[config.mk]
export PLATFORM = sky130hd
export DESIGN_NAME = vec_port_arbiter
export DESIGN_NICKNAME = d
export VERILOG_FILES = /design/src/rtl/vec_port_arbiter.sv
export SDC_FILE = /design/constraint.sdc
export NUM_CORES = 1
export LEC_CHECK = 0
export CAP_MARGIN = 0
export CORE_AREA = 2 2 311 313
export CTS_CLUSTER_SIZE = 40
export DETAILED_ROUTE_END_ITERATION = 10
export DIE_AREA = 0 0 313 315
export PLACE_DENSITY = 0.42
export RECOVER_POWER = 100
export SKIP_CTS_REPAIR_TIMING = 1
export SYNTH_ARGS = -nofsm -noshare
export SYNTH_HDL_FRONTEND = slang
export SYNTH_SLANG_ARGS = --single-unit
[constraint.sdc]
create_clock -name clk -period 3.22 [get_ports clk]
set_input_delay 0.322 -clock clk [delete_from_list [all_inputs] [get_ports clk]]
set_output_delay 0.322 -clock clk [all_outputs]
set_load 0.1 [all_outputs]
[src/rtl/vec_port_arbiter.sv]
// Arbiter sharing the 128-bit data-memory port B between the processor vector path and the audio DMA.
// Define ARB_STATS_EN to add the conflict_cnt / forced_cnt statistics outputs.
module vec_port_arbiter #(
    parameter int AW        = 10,
    parameter int MAX_WAIT  = 4,
    parameter int BURST_MAX = 8
) (
    input  logic          clk,
    input  logic          reset,
    input  logic          p_req,
    input  logic          p_we,
    input  logic [AW-1:0] p_addr,
    input  logic [127:0]  p_wdata,
    output logic          p_stall,
    output logic          p_rvalid,
    output logic [127:0]  p_rdata,
    input  logic          d_req,
    input  logic          d_we,
    input  logic          d_lock,
    input  logic [AW-1:0] d_addr,
    input  logic [127:0]  d_wdata,
    output logic          d_gnt,
    output logic          d_rvalid,
    output logic [127:0]  d_rdata,
`ifdef ARB_STATS_EN
    output logic [15:0]   conflict_cnt,
    output logic [15:0]   forced_cnt,
`endif
    output logic [AW-1:0] mem_addr,
    output logic [127:0]  mem_data,
    output logic          mem_wren,
    input  logic [127:0]  mem_q
);

    localparam int WW = ($clog2(MAX_WAIT + 1) < 3) ? 3 : $clog2(MAX_WAIT + 1);
    localparam int BW = ($clog2(BURST_MAX + 1) < 1) ? 1 : $clog2(BURST_MAX + 1);

    typedef enum logic [1:0] {
        OWN_NONE = 2'd0,
        OWN_P    = 2'd1,
        OWN_D    = 2'd2
    } owner_t;

    logic [WW-1:0] wait_cnt;
    logic [BW-1:0] beat_cnt;
    logic [BW-1:0] beat_inc;
    logic          burst_active;
    logic          force_p;
    owner_t        rd_owner;
    logic [127:0]  p_rdata_q;
    logic [127:0]  d_rdata_q;
    logic          hold_cond;
    logic          starve_cond;
    logic          p_win;
    logic          d_win;

    assign hold_cond   = d_req && burst_active && (beat_cnt < BW'(BURST_MAX));
    // Right after a maximal burst the processor gets its turn regardless of wait_cnt.
    assign starve_cond = d_req && !force_p && (wait_cnt == WW'(MAX_WAIT));
    assign beat_inc    = (burst_active ? beat_cnt : '0) + BW'(1);

    always_comb begin
        p_win = 1'b0;
        d_win = 1'b0;
        if (reset) begin
            if (hold_cond || starve_cond) d_win = 1'b1;
            else if (p_req)               p_win = 1'b1;
            else if (d_req)               d_win = 1'b1;
        end
    end

    always_comb begin
        mem_addr = '0;
        mem_data = '0;
        mem_wren = 1'b0;
        if (p_win) begin
            mem_addr = p_addr;
            mem_data = p_wdata;
            mem_wren = p_we;
        end else if (d_win) begin
            mem_addr = d_addr;
            mem_data = d_wdata;
            mem_wren = d_we;
        end
    end

    assign p_stall = p_req && !p_win;
    assign d_gnt   = d_win;

    always_ff @(posedge clk or negedge reset) begin
        if (!reset) begin
            wait_cnt     <= '0;
            beat_cnt     <= '0;
            burst_active <= 1'b0;
            force_p      <= 1'b0;
        end else begin
            if (!d_req || d_win)
                wait_cnt <= '0;
            else if (wait_cnt != WW'(MAX_WAIT))
                wait_cnt <= wait_cnt + WW'(1);

            force_p <= 1'b0;
            if (!d_req) begin
                burst_active <= 1'b0;
                beat_cnt     <= '0;
            end else if (d_win) begin
                if (!d_lock) begin
                    burst_active <= 1'b0;
                    beat_cnt     <= '0;
                end else if (beat_inc >= BW'(BURST_MAX)) begin
                    burst_active <= 1'b0;
                    beat_cnt     <= '0;
                    force_p      <= 1'b1;
                end else begin
                    burst_active <= 1'b1;
                    beat_cnt     <= beat_inc;
                end
            end
        end
    end

    // Read return stage: mem_q arrives one cycle after the grant, routed by rd_owner.
    always_ff @(posedge clk or negedge reset) begin
        if (!reset) begin
            rd_owner  <= OWN_NONE;
            p_rdata_q <= '0;
            d_rdata_q <= '0;
        end else begin
            if (p_win && !p_we)      rd_owner <= OWN_P;
            else if (d_win && !d_we) rd_owner <= OWN_D;
            else                     rd_owner <= OWN_NONE;
            if (rd_owner == OWN_P) p_rdata_q <= mem_q;
            if (rd_owner == OWN_D) d_rdata_q <= mem_q;
        end
    end

    assign p_rvalid = (rd_owner == OWN_P);
    assign d_rvalid = (rd_owner == OWN_D);
    assign p_rdata  = p_rvalid ? mem_q : p_rdata_q;
    assign d_rdata  = d_rvalid ? mem_q : d_rdata_q;

`ifdef ARB_STATS_EN
    logic starve_win;
    assign starve_win = reset && starve_cond && !hold_cond;

    always_ff @(posedge clk or negedge reset) begin
        if (!reset) begin
            conflict_cnt <= '0;
            forced_cnt   <= '0;
        end else begin
            if (p_req && d_req && (conflict_cnt != 16'hFFFF))
                conflict_cnt <= conflict_cnt + 16'd1;
            if (starve_win && (forced_cnt != 16'hFFFF))
                forced_cnt <= forced_cnt + 16'd1;
        end
    end
`endif

endmodule

==> key figures, run 1 <==
Setup path
  • Crit path launch type: flop
  • Arrival time worst endpoint: approximately 2.7 ns
  • Flop-to-flop setup slack: around 1.2 ns
  • Slowest stage delay, CP: around 0.52 ns
  • Crit path capture: mem_data[43]
  • CP Cell Sequence: inv_1 -> ha_1 -> nand3b_1 -> a31oi_4 -> buf_12 -> a32o_1 -> buf_8
  • Crit end category: output port
  • Worst reg2reg endpoint: beat_cnt[0]
  • Largest fanout on the critical path: 50
  • Crit. Startpoint: wait_cnt[0]
  • Worst path bufs/invs: 3
  • Reg2reg path depth: 5
  • Worst EP required: 2.90 ns
  • R2R Path Start: wait_cnt[0]
  • Crit Path Category: reg -> out
  • Crit-path slowest cell: a31oi_4
  • Levels on crit path: 7
  • Delay-heaviest family, CP: compound AO/OA/AOI/OAI gates

Yosys
  • Yosys top cell area share: a little under three fifths
  • Top FF cell, synth: dfrtp_1
  • Post-synth net total: approximately 1500
  • Top cells by area, synth: dfrtp_1 57%, nand2_1 12%, mux2_2 12%, a32o_1 12%, buf_2 1.8%
  • Most numerous cell in the Yosys netlist: nand2_1
  • Synth warn: 0
  • Mapped Area: 0.0117 mm2
  • Average size of a mapped cell: ~11 um2
  • Async S/R FF share, synth: 100%
  • Post-synth cell types: 29
  • Post-synth top cells: 389 x nand2_1, 267 x dfrtp_1, 140 x a32o_1
  • Cell count after synthesis: about 1100
  • Post-synth EDFFs: 0
  • Number of synthesized register bits: about 270
  • Post-synth top area cell: dfrtp_1
  • Seq/Total Area, Yosys: between 50% and 60%

Power and ir drop
  • Cell leakage power: about 9.6 nW
  • PwrDens: 870 mW/mm2
  • Maximum vdd drop: approximately 0.33 mV

STA
  • Fin crit period: 3.04 ns
  • Fin Setup TNS: 0 ns
  • Final hold viol count: 0
  • Final period utilization: about 94%
  • RSZ-0062 raised after global routing: false
  • Final setup margin: approximately 0.18 ns
  • Worst clock skew: 0.0250 ns
  • Worst-Margin Slew: between 2 and 2.5 ns
  • Slew headroom: -36.5%
  • Final setup fails: 0
  • Max Fclk: 329 MHz
  • Max Slew Vio Count: approximately 200

Die
  • Initial Utilization: 12.2%
  • # rows: around 110
  • Die width: around 310 um
  • DIE AREA: ~0.1 mm2
  • # IOs: 810
  • Die Y: between 300 and 400 um
  • Core Area: ~0.096 mm2

Place
  • RD Place Congestion: 0.916
  • Setup slack at placement: 0.519 ns
  • PortBufs: between 800 and 900
  • Placed wire-length estimate: around 62000 um

Global routing
  • Global-route wire length before repair: ~100000 um
  • Total GRT Usage: approximately 15%
  • Largest net degree at the start of global routing: 133
  • Vias in the first global route: ~13000
  • Overflow after GRT: 0
  • Initial antenna violation count: 48

Routing
  • Detailed-route via count: between 10000 and 15000
  • Post-Route WL: about 76000 um
  • Routed Antenna Nets: 0
  • Drt wl/cell: between 20 and 25 um
  • Pre-Repair DR Iteration Count: 5
  • Vias per cell: between 3 and 4
  • DRC: 0
  • Initial DRC count: around 600

Flow run
  • Max-Cap Viols: 2

Finish
  • Share of cells above drive strength 1: roughly 28%
  • Area delta synth->final: 85.9%
  • Multi-input logic area: between 0.004 and 0.005 mm2
  • Reg area: about 0.0067 mm2
  • # fillers: approximately 10000
  • Nets: 2263

Clock network
  • Skew-Pair Late Insertion Delay: ~0.56 ns
  • Sinks on Clock Net: roughly 270
  • Clock-pin slew on the worst setup and hold paths: about 0.06 ns
  • H-Tree Depth: 2
  • Total CTS buffers: 37
  • Clock root buffer: clkbuf_16
  • CTS max path bufs: 3
  • CTS tree: yes

Worst hold path
  • Worst Hold Class: in -> reg

Status
  • Status: complete, but fails checks
  • Failing checks: capacitance limit, slew limit
## layout make-up
type | instances | share of cell area (%)
clock buffers | 53 | 4.95
diodes | 15 | 0.173
well taps | 1276 | 7.34
repair buffers | 845 | 34.5
flip-flops and latches | 267 | 30.7
multi-input cells | 693 | 21.2
clock inverters | 13 | 1.03
inverters | 6 | 0.115
## logic make-up (layout without fill, tap and decap cells)
family,Yosys count,in the layout,synth area share [%]
compound gates,152,152,13.0
xor+xnor,1,1,0.0749
fa+ha+maj,2,2,0.214
buf+inv,95,917,3.60
flops,267,267,57.1
mux,128,128,12.3
other cells,0,15,0
simple gates,410,410,13.7
## where the power goes
group	total, mW	switching, mW	internal, mW	leakage, nW
registers	4.31	0.184	4.12	3.22
clock network	4.35	1.68	2.67	0.638
logic	10.3	8.41	1.84	5.79
total	18.9	10.3	8.64	9.65
## cell usage in the layout (no fill, tap or decap), drive strengths merged
cell           count
o32ai              1
a22o               1
bufinv             4
and3b              2
dlygate4sd3        1
clkbuf           304
nor4               2
nor2b              3
nand3b             2
nand3              4
inv                7
diode             15
clkdlybuf4s50    409
a21boi             3
a211o              2
nand2b             2
xnor2              1
clkinv             8
a32o             140
nand2            389
o21ai              2
a31oi              2
and2               3
o211a              1
dfrtp            267
mux2             128
or2                1
ha                 2
buf              184
nor4b              2
## worst min-delay path by stage
stage	startpoint	to	slack (ns)	depth (start not counted)
floorplan	reset	beat_cnt[0]	0.03	0
global placement	p_rdata_q[67]	p_rdata_q[67]	0.48	1
detailed placement	p_rdata_q[67]	p_rdata_q[67]	0.49	1
CTS	reset	d_rdata_q[22]	-0.05	2
global route	mem_q[84]	d_rdata_q[84]	0.33	3
finish	mem_q[89]	d_rdata_q[89]	0.34	3
## per-stage QoR
step	instances	area, um2	hold slack [ns]	util (%)	power, mW
final	3168	21700	0.338	22.7	18.9
after global routing	3165	21700	0.335	22.7	19.6
after CTS	3152	25800	-0.0535	27.0	21.7
after detailed placement	3086	24500	0.487	25.6	17.2
after global placement	3086	24500	0.481	25.6	17.1
after floorplan	1055	11700	0.0264	-	12.3
## sequential cells by signal, summed over array words and instances (netlist names)
| name | cells |
|---|---|
| beat_cnt | 4 |
| wait_cnt | 3 |
| p_rdata_q | 128 |
| force_p | 1 |
| burst_active | 1 |
| d_rdata_q | 128 |
| rd_owner | 2 |
## tightest hold or removal path: cells and delay by family
kind | cells | cell delay [ns]
buffers and inverters | 1 | 0.42
and+or+nand+nor | 2 | 0.12
## routing by layer
layer | share of wire [%] | vias up | GRT usage, % | routed length (um)
li1 | - | 5342 | - | -
met1 | 39 | 5950 | 17.0 | 29800
met2 | 49 | 583 | 24.8 | 37700
met3 | 8.4 | 131 | 5.07 | 6420
met4 | 3.1 | 8 | 6.05 | 2380
met5 | 0.060 | - | 0 | 46
Power figures use the tool's default switching activity.
==> inputs of run 2 (changes only) <==
Settings changed: CORE_AREA 2 2 311 313 to 2 2 316 318, CTS_BUF_LIST set to sky130_fd_sc_hd__clkbuf_4, DIE_AREA 0 0 313 315 to 0 0 318 320, PLACE_DENSITY 0.42 to 0.41.
==> run 2 against run 1 <==
The run still ends with capacitance limit, slew limit left. Worst hold slack got worse by 0.24 ns. Utilization grew 3.4 points. Flip-flop and latch count unchanged. Register-to-register slack gained 0.12 ns. Clock skew rose by 0.066 ns. Sequential power is essentially flat. Via count grew 3.2%. Total power rose by 6.2%. Critical path type unchanged. Largest cell class unchanged.
==> key figures, run 2 (same netlist as run 1, synthesis figures left out) <==
Status
  • Status: complete, but fails checks
  • Failing checks: capacitance limit, slew limit

Die
  • Initial Utilization: 11.9% (-0.28 points)
  • # IOs: 810 (unchanged)
  • Core Area: 0.0980 mm2 (+2.4%)
  • Die width: 318 um (+1.6%)
  • DIE AREA: 0.102 mm2 (+3.2%)
  • # rows: 115 (+0.88%)
  • Die Y: 320 um (+1.6%)

Finish
  • # fillers: 10300 (-1.2%)
  • Multi-input logic area: 0.00475 mm2 (+3.2%)
  • Commonest non-fill, non-tap cell in the layout: clkdlybuf4s50_1
  • Final std cells w/o fill: 3285 (+3.7%)
  • Reg area: 0.00668 mm2 (unchanged)
  • Largest registers: d_rdata_q: 128 flops, p_rdata_q: 128 flops, beat_cnt: 4 flops
  • Nets: 2329 (+2.9%)
  • Commonest cells after routing, fill and taps aside: 409 x clkdlybuf4s50_1, 389 x nand2_1, 284 x buf_12
  • Share of cells above drive strength 1: 37.3% (+9.6 points)
  • Area delta synth->final: 119%
  • Finished Cell Area: 0.0256 mm2 (+18%)

Clock network
  • Skew-Pair Late Insertion Delay: 0.87 ns (+0.31 ns)
  • CTS tree: yes
  • H-Tree Depth: 3 (+1)
  • Clock root buffer: clkbuf_4
  • Sinks on Clock Net: 267 (unchanged)
  • Clock-pin slew on the worst setup and hold paths: 0.06 ns (about the same)
  • CTS max path bufs: 3 (unchanged)
  • Total CTS buffers: 83 (+120%)

Place
  • Placed wire-length estimate: 59800 um (-3.3%)
  • PortBufs: 809 (unchanged)
  • RD Place Congestion: 0.884 (-3.6%)
  • Placed cell area: 0.0238 mm2 (-3.0%)
  • Dpl cells: 3085 (-0.032%)

STA
  • Final hold viol count: 0 (unchanged)
  • Final period utilization: 98.4% (+3.9 points)
  • RSZ-0062 raised after global routing: true
  • Max Slew Vio Count: 38 (-81%)
  • Slew headroom: -48.5% (-12 points)
  • Worst-Margin Slew: 2.23 ns (+0.181 ns)
  • Worst clock skew: 0.0912 ns (+0.0662 ns)
  • Fin crit period: 3.17 ns (+0.126 ns)
  • Max Fclk: 316 MHz (-4.0%)
  • Fin Setup TNS: 0 ns (unchanged)
  • Final setup fails: 0 (unchanged)
  • Worst hold slack: 0.102 ns (-0.236 ns)

Power and ir drop
  • Maximum vdd drop: 0.345 mV (+5.1%)
  • Cell leakage power: 11.5 nW (+19%)
  • PwrDens: 786 mW/mm2 (-9.7%)

Setup path
  • Worst reg2reg endpoint: rd_owner[1]
  • Crit. Startpoint: wait_cnt[1]
  • Arrival time worst endpoint: 2.85 ns (+0.13 ns)
  • Crit path capture: mem_data[117]
  • Crit end category: output port
  • Flop-to-flop setup slack: 1.27 ns (+0.12 ns)
  • Crit path launch type: flop
  • R2R Path Start: wait_cnt[1]
  • Largest fanout on the critical path: 12 (-76%)
  • Reg2reg path depth: 8 (+3)
  • Worst EP required: 2.90 ns (about the same)
  • Crit Path Category: reg -> out

Routing
  • Initial DRC count: 557 (-9.7%)
  • Post-Route WL: 77700 um (+1.8%)
  • Routed Antenna Nets: 0 (unchanged)
  • Pre-Repair DR Iteration Count: 5 (unchanged)
  • Drt wl/cell: 23.7 um (-1.9%)
  • DRC: 0 (unchanged)
  • Detailed-route via count: 12400 (+3.2%)
  • Vias per cell: 3.78 (-0.46%)

Global routing
  • Vias in the first global route: 13100 (+2.7%)
  • Global-route wire length before repair: 103000 um (+0.14%)
  • Initial antenna violation count: 52 (+8.3%)
  • Overflow after GRT: 0 (unchanged)
  • Largest net degree at the start of global routing: 119 (-11%)
  • Total GRT Usage: 14.2% (-0.46 points)

Worst hold path
  • Hold path depth: 3 (unchanged)
  • Worst Hold Class: in -> reg

Flow run
  • Max-Cap Viols: 1 (-1)
[run 2: cell count changes in the layout (fill, tap and decap cells not counted), moves of 11 or more]
cell       delta
clkbuf_2    -121
buf_12      +269
clkbuf_1     -11
mux2_1       -23
a32o_1      -100
clkbuf_16    -28
clkinv_1     +18
buf_6        -71
a32o_2      +100
buf_4        +72
buf_2        -18
mux2_2       +23
[run 2: worst min path at each step]
stage,start,end,slack [ns]
CTS,reset,force_p,-0.89
global route,mem_q[116],d_rdata_q[116],-0.01
detailed placement,reset,d_rdata_q[39],0.15
finish,mem_q[72],d_rdata_q[72],0.10
global placement,reset,d_rdata_q[39],0.16
floorplan,reset,beat_cnt[0],0.03
[run 2: where the power goes]
part / internal, mW / switching [mW] / leakage (nW)
clock network: 1.92 / 1.62 / 0.645
registers: 4.12 / 0.184 / 3.22
logic: 3.54 / 8.69 / 7.62
[run 2: area by class of cell]
type | instances | area share [%]
sequential | 267 | 26.1
inverter | 6 | 0.108
clock buffer | 117 | 3.44
antenna | 20 | 0.196
timing repair buffer | 865 | 44.4
tap | 1287 | 6.30
clock inverter | 30 | 0.817
multi-input combinational | 693 | 18.6
[run 2: through the flow]
step,power (mW),setup WS (ns),utilization [%]
final,20.1,0.0525,26.1
after floorplan,12.3,0.173,-
after global routing,20.9,-0.178,26.1
after detailed placement,16.6,0.638,24.3
after global placement,16.6,0.679,24.3
after CTS,20.4,-0.322,25.4
[run 2: worst max-delay path, stage by stage (launching register included)]
cell      delay, ns
dfrtp_1        0.41
inv_2          0.08
ha_4           0.15
nand3b_1       0.16
a31oi_4        0.24
buf_6          0.15
buf_12         0.17
buf_6          0.21
a32o_1         0.21
buf_12         0.19
[run 2: metal layers]
| layer | GRT usage (%) | part of all wire (%) | vias up |
|---|---|---|---|
| met3 | 5.72 | 8.1 | 164 |
| li1 | - | - | 5540 |
| met1 | 15.1 | 37 | 6049 |
| met2 | 25.3 | 51 | 636 |
| met4 | 5.28 | 3.3 | 12 |
| met5 | 0 | 0.11 | - |
